## config.mk

```make
export PLATFORM = sky130hd
export DESIGN_NAME = piso_serializer
export DESIGN_NICKNAME = d
export VERILOG_FILES = /design/src/rtl/piso_pkg.sv /design/src/rtl/piso_serializer.sv
export SDC_FILE = /design/constraint.sdc
export NUM_CORES = 1
export LEC_CHECK = 0
export CORE_UTILIZATION = 41
export DETAILED_ROUTE_END_ITERATION = 10
export PLACE_DENSITY = 0.69
export SLEW_MARGIN = 20
export SYNTH_ARGS = -nofsm -noshare
export SYNTH_HDL_FRONTEND = slang
export SYNTH_SLANG_ARGS = --single-unit
```

## constraint.sdc

```tcl
create_clock -name clk -period 1.55 [get_ports clk]
set_clock_uncertainty 0.2 [all_clocks]
set_input_delay 0.2325 -clock clk [delete_from_list [all_inputs] [get_ports clk]]
set_output_delay 0.2325 -clock clk [all_outputs]
set_load 0.005 [all_outputs]
```

## src/rtl/piso_pkg.sv

```systemverilog
// Shared definitions for the serializer/deserializer family: state encoding
// and the bit-counter width helper.
package piso_pkg;

  typedef enum logic {
    ST_IDLE  = 1'b0,
    ST_SHIFT = 1'b1
  } state_t;

  // Counter width for indices 0..width-1; a one-bit minimum keeps degenerate widths legal.
  function automatic int CNT_W(input int width);
    return (width > 1) ? $clog2(width) : 1;
  endfunction

endpackage

```

## src/rtl/piso_serializer.sv

```systemverilog
// Parallel-in/serial-out shifter: a WIDTH-bit word accepted on valid/ready leaves one bit per shift_en.
// Latency: first bit on serial_out the cycle after acceptance; the frame spans exactly WIDTH shift_en pulses.
// Backpressure: in_ready only in IDLE or on the last bit with shift_en, which gives seamless back-to-back frames.
module piso_serializer
  import piso_pkg::*;
#(
  parameter int   WIDTH      = 8,
  parameter bit   LSB_FIRST  = 1'b0,
  parameter logic IDLE_LEVEL = 1'b0
) (
  input  logic             clk,
  input  logic             rst,
  input  logic             in_valid,
  output logic             in_ready,
  input  logic [WIDTH-1:0] in_data,
  input  logic             shift_en,
  output logic             serial_out,
  output logic             bit_valid,
  output logic             frame_last,
  output logic             busy
);

  localparam int            CW   = CNT_W(WIDTH);
  localparam logic [CW-1:0] LAST = CW'(WIDTH - 1);

  state_t           state, state_nxt;
  logic [WIDTH-1:0] shreg, shreg_nxt;
  logic [CW-1:0]    bit_cnt, bit_cnt_nxt;
  logic             last_bit;

  assign last_bit = (state == ST_SHIFT) && (bit_cnt == LAST);

  always_ff @(posedge clk) begin
    if (rst) begin
      state   <= ST_IDLE;
      shreg   <= '0;
      bit_cnt <= '0;
    end else begin
      state   <= state_nxt;
      shreg   <= shreg_nxt;
      bit_cnt <= bit_cnt_nxt;
    end
  end

  always_comb begin
    state_nxt   = state;
    shreg_nxt   = shreg;
    bit_cnt_nxt = bit_cnt;
    in_ready    = (state == ST_IDLE) || (last_bit && shift_en);

    case (state)
      ST_IDLE: begin
        if (in_valid) begin
          state_nxt   = ST_SHIFT;
          shreg_nxt   = in_data;
          bit_cnt_nxt = '0;
        end
      end
      ST_SHIFT: begin
        if (shift_en) begin
          if (!last_bit) begin
            // Move the next bit to the output end; vacated positions fill with 0.
            shreg_nxt   = LSB_FIRST ? {1'b0, shreg[WIDTH-1:1]} : {shreg[WIDTH-2:0], 1'b0};
            bit_cnt_nxt = bit_cnt + CW'(1);
          end else if (in_valid) begin
            shreg_nxt   = in_data;
            bit_cnt_nxt = '0;
          end else begin
            state_nxt   = ST_IDLE;
            shreg_nxt   = '0;
            bit_cnt_nxt = '0;
          end
        end
      end
      default: state_nxt = ST_IDLE;
    endcase
  end

  assign bit_valid  = (state == ST_SHIFT);
  assign busy       = bit_valid;
  assign frame_last = last_bit;
  assign serial_out = bit_valid ? (LSB_FIRST ? shreg[0] : shreg[WIDTH-1]) : IDLE_LEVEL;

endmodule

```

==> summary.txt <==
Route
  – Via density: between 5 and 6
  – Antenna Nets Post-Route: 0
  – DR iter-0 viols: 8
  – Post-Route WL: 1460 µm
  – Wire length per cell: 12.7 µm
  – DR pass1 iterations: 4
  – Vias: 631
  – Residual DRC: 0

Yosys
  – Post-synthesis register bit count: 12
  – Post-synthesis cell area: 646 µm²
  – Post-synth EDFFs: 0
  – Leading area contributor after synthesis: dfxtp_1
  – Synth Flop Type: dfxtp_1
  – Syn nets: 87
  – Distinct cell type count after synthesis: 22
  – Yosys top cell area share: between 30 and 40%
  – Sequential fraction of the synthesis area: 37.2%
  – Post-synthesis cell count: 73
  – Asr flop ratio synth: 0%
  – Avg Cell Area, Syn: a little under 9 µm²
  – Synth Warn #: 0
  – Top cells by area, synth: dfxtp_1 37%, nor2_1 9.9%, a311oi_1 9.5%, and2b_1 7.0%, nor4_1 6.8%

Clock network
  – H-tree level count: 1
  – Clock-pin slew on the worst setup and hold paths: ~0.070 ns
  – Clk sinks: 12
  – CTS tree: built
  – Root Buffer: clkbuf_4
  – CTS Buf Count: 3
  – Post-CTS Hold Fix Bufs: 0
  – Worst skew pair latency: 0.27 ns
  – Max clock buf depth: 2

Global routing
  – Vias in the first global route: between 500 and 600
  – Tot GR Track Use: 17.1%
  – Grt ovf: 0
  – Largest net degree at the start of global routing: 16
  – Antenna violations before repair: 0
  – Global-route wire length before repair: 2300 µm

Placement
  – Gp weighted congestion: around 0.70
  – I/O Buffers: 16
  – Placed cell area: 893 µm²
  – Final HPWL DP: 1040 µm

Worst setup path
  – CP Launch Type: register
  – Reg2reg setup slack: -0.07 ns
  – Critical Path AT: between 1 and 1.5 ns
  – Worst-path maximum fanout: 3
  – Worst path required time: 1.12 ns
  – RR Startpoint: bit_cnt[1]
  – CP endpoint kind: primary output
  – CP peak stage delay: around 0.34 ns
  – Crit-path slowest cell: dfxtp_2
  – Worst reg-to-reg path cell count: 6
  – Worst path cell trace: ha_4 > ha_4 > a21bo_1 > buf_2
  – Worst Setup Path Type: reg2out
  – Most used cell, CP: ha_4
  – R2R Path End: shreg[5]

Floorplanning
  – Row count: 13
  – Die area: 1740 µm²
  – Initial Util: 46.7%
  – Core footprint: 1380 µm²
  – Die X: 41.7 µm
  – Die H: 41.7 µm
  – I/O Pins: 17

Pwr
  – Cell area power density: 730 nW/µm²
  – Total Power: 0.698 mW
  – Leakage: 0.408 nW
  – Worst VDD drop: 0.000583 V

STA
  – Worst slew margin relative to its limit: 80.5%
  – RSZ-0062 raised after global routing: true
  – Final setup fails: 4
  – Fmax: 608 MHz
  – Total Neg Setup Slack: -0.243 ns
  – Slew Limit Fails: 0
  – Final-report hold violation count: 0
  – Final period utilization: 106%
  – Min Clock Period, post-route: ~1.6 ns
  – Fin worst setup slack: -0.0941 ns
  – Min Hold Slack: 0.292 ns
  – Slew @ Worst Pin: 0.287 ns

Hold path
  – Hold WC Path Type: reg2reg
  – Hold path startpoint: shreg[0]
  – Hold path endpoint: shreg[0]
  – WHS Path Cells: 2

Finish
  – Fin area: 957 µm²
  – Nets: 116
  – Antenna diode count: 0
  – Layout Utilization: 69.2%
  – Area Overhead vs Synth: 48.3%
  – Fraction of layout cells with a size suffix above 1: just under 30%

Job
  – Maxcap violations: 0

Status
  – Failing checks: setup timing
  – Status: finished, violations left
synth_stat cells, drive strengths merged (2+ instances only):
master and n:
buf 4, a22oi 2, nor4 7, a21oi 2, and2b 6, ha 2, nor2 17, nand2 2
and2 2, dfxtp 12, a311oi 7
placed cells by master, fill, tap and decap left out:
cell type / Yosys / final
a22oi_1: 2 / 2
a32oi_1: 1 / 1
and2_1: 2 / 2
dfxtp_2: 0 / 2
clkbuf_4: 0 / 3
buf_6: 2 / 1
nand2_1: 2 / 2
dfxtp_1: 12 / 9
nor4_1: 7 / 7
a311oi_1: 7 / 4
a21bo_1: 1 / 1
mux2_4: 1 / 1
inv_1: 1 / 1
nor2_1: 17 / 17
buf_2: 0 / 2
buf_4: 2 / 11
and3b_2: 0 / 1
ha_4: 0 / 2
dfxtp_4: 0 / 1
a21oi_1: 2 / 2
mux2i_2: 1 / 1
and2b_1: 6 / 6
nor2b_1: 1 / 1
a311oi_2: 0 / 3
dlygate4sd2_1: 0 / 3
or2b_1: 1 / 1
nand2b_1: 1 / 1
clkdlybuf4s50_1: 0 / 11
buf_12: 0 / 1
cell type report:
type	instances	area [µm²]
Multi-Input combinational cell	55	405
Fill cell	112	425
Tap cell	15	18.8
Timing Repair Buffer	29	260
Inverter	1	3.75
Clock buffer	3	22.5
Sequential cell	12	246
flip-flops by register name, summed over array words and instances, names as in the netlist:
register	cells
shreg	8
bit_cnt	3
bit_valid	1
metal layers:
layer	global-route usage, %	vias up	part of all wire [%]
met5	0	-	0
met4	7.74	0	2.3
met3	3.04	4	3.6
met2	26.9	15	47
met1	22.8	288	47
li1	-	324	-
worst max-delay path, delay by kind of cell (launching register included):
| kind | cells | cell delay, ns |
|---|---|---|
| fa+ha+maj | 2 | 0.31 |
| compound gates | 1 | 0.17 |
| buf+inv | 1 | 0.12 |
| flops | 1 | 0.34 |
through the flow:
step | std cells | setup WS (ns)
6_report | 115 | -0.0941
4_1_cts | 115 | -0.120
3_5_place_dp | 110 | -0.219
2_1_floorplan | 73 | 0.0229
5_1_grt | 115 | -0.121
3_3_place_gp | 110 | -0.204
kinds of logic after synthesis:
family          synth area share (%)
fa+ha+maj                       3.88
compound gates                  16.3
simple gates                    31.2
buf+inv                         6.97
flops                           37.2
mux                             4.46
power by group:
group | internal, mW | switching, mW
registers | 0.330 | 0.0117
logic | 0.0964 | 0.0690
clock network | 0.0900 | 0.101
worst max path at each step:
stage,end,start,slack (ns),cells past startpoint
after floorplan,shreg[0],bit_cnt[0],0.02,6
after global routing,in_ready,bit_cnt[1],-0.12,4
after CTS,in_ready,bit_cnt[1],-0.12,4
after detailed placement,in_ready,shift_en,-0.22,3
after global placement,in_ready,shift_en,-0.20,3
final,in_ready,bit_cnt[1],-0.09,4
what timing repair did:
item,4_1_cts,5_1_grt
setup buffers,2,0
gates cloned,0,0
pin swaps,7,4
setup endpoints to repair,15,13
gates resized for setup,17,4
Note: power is estimated with default switching activity, not from simulation.
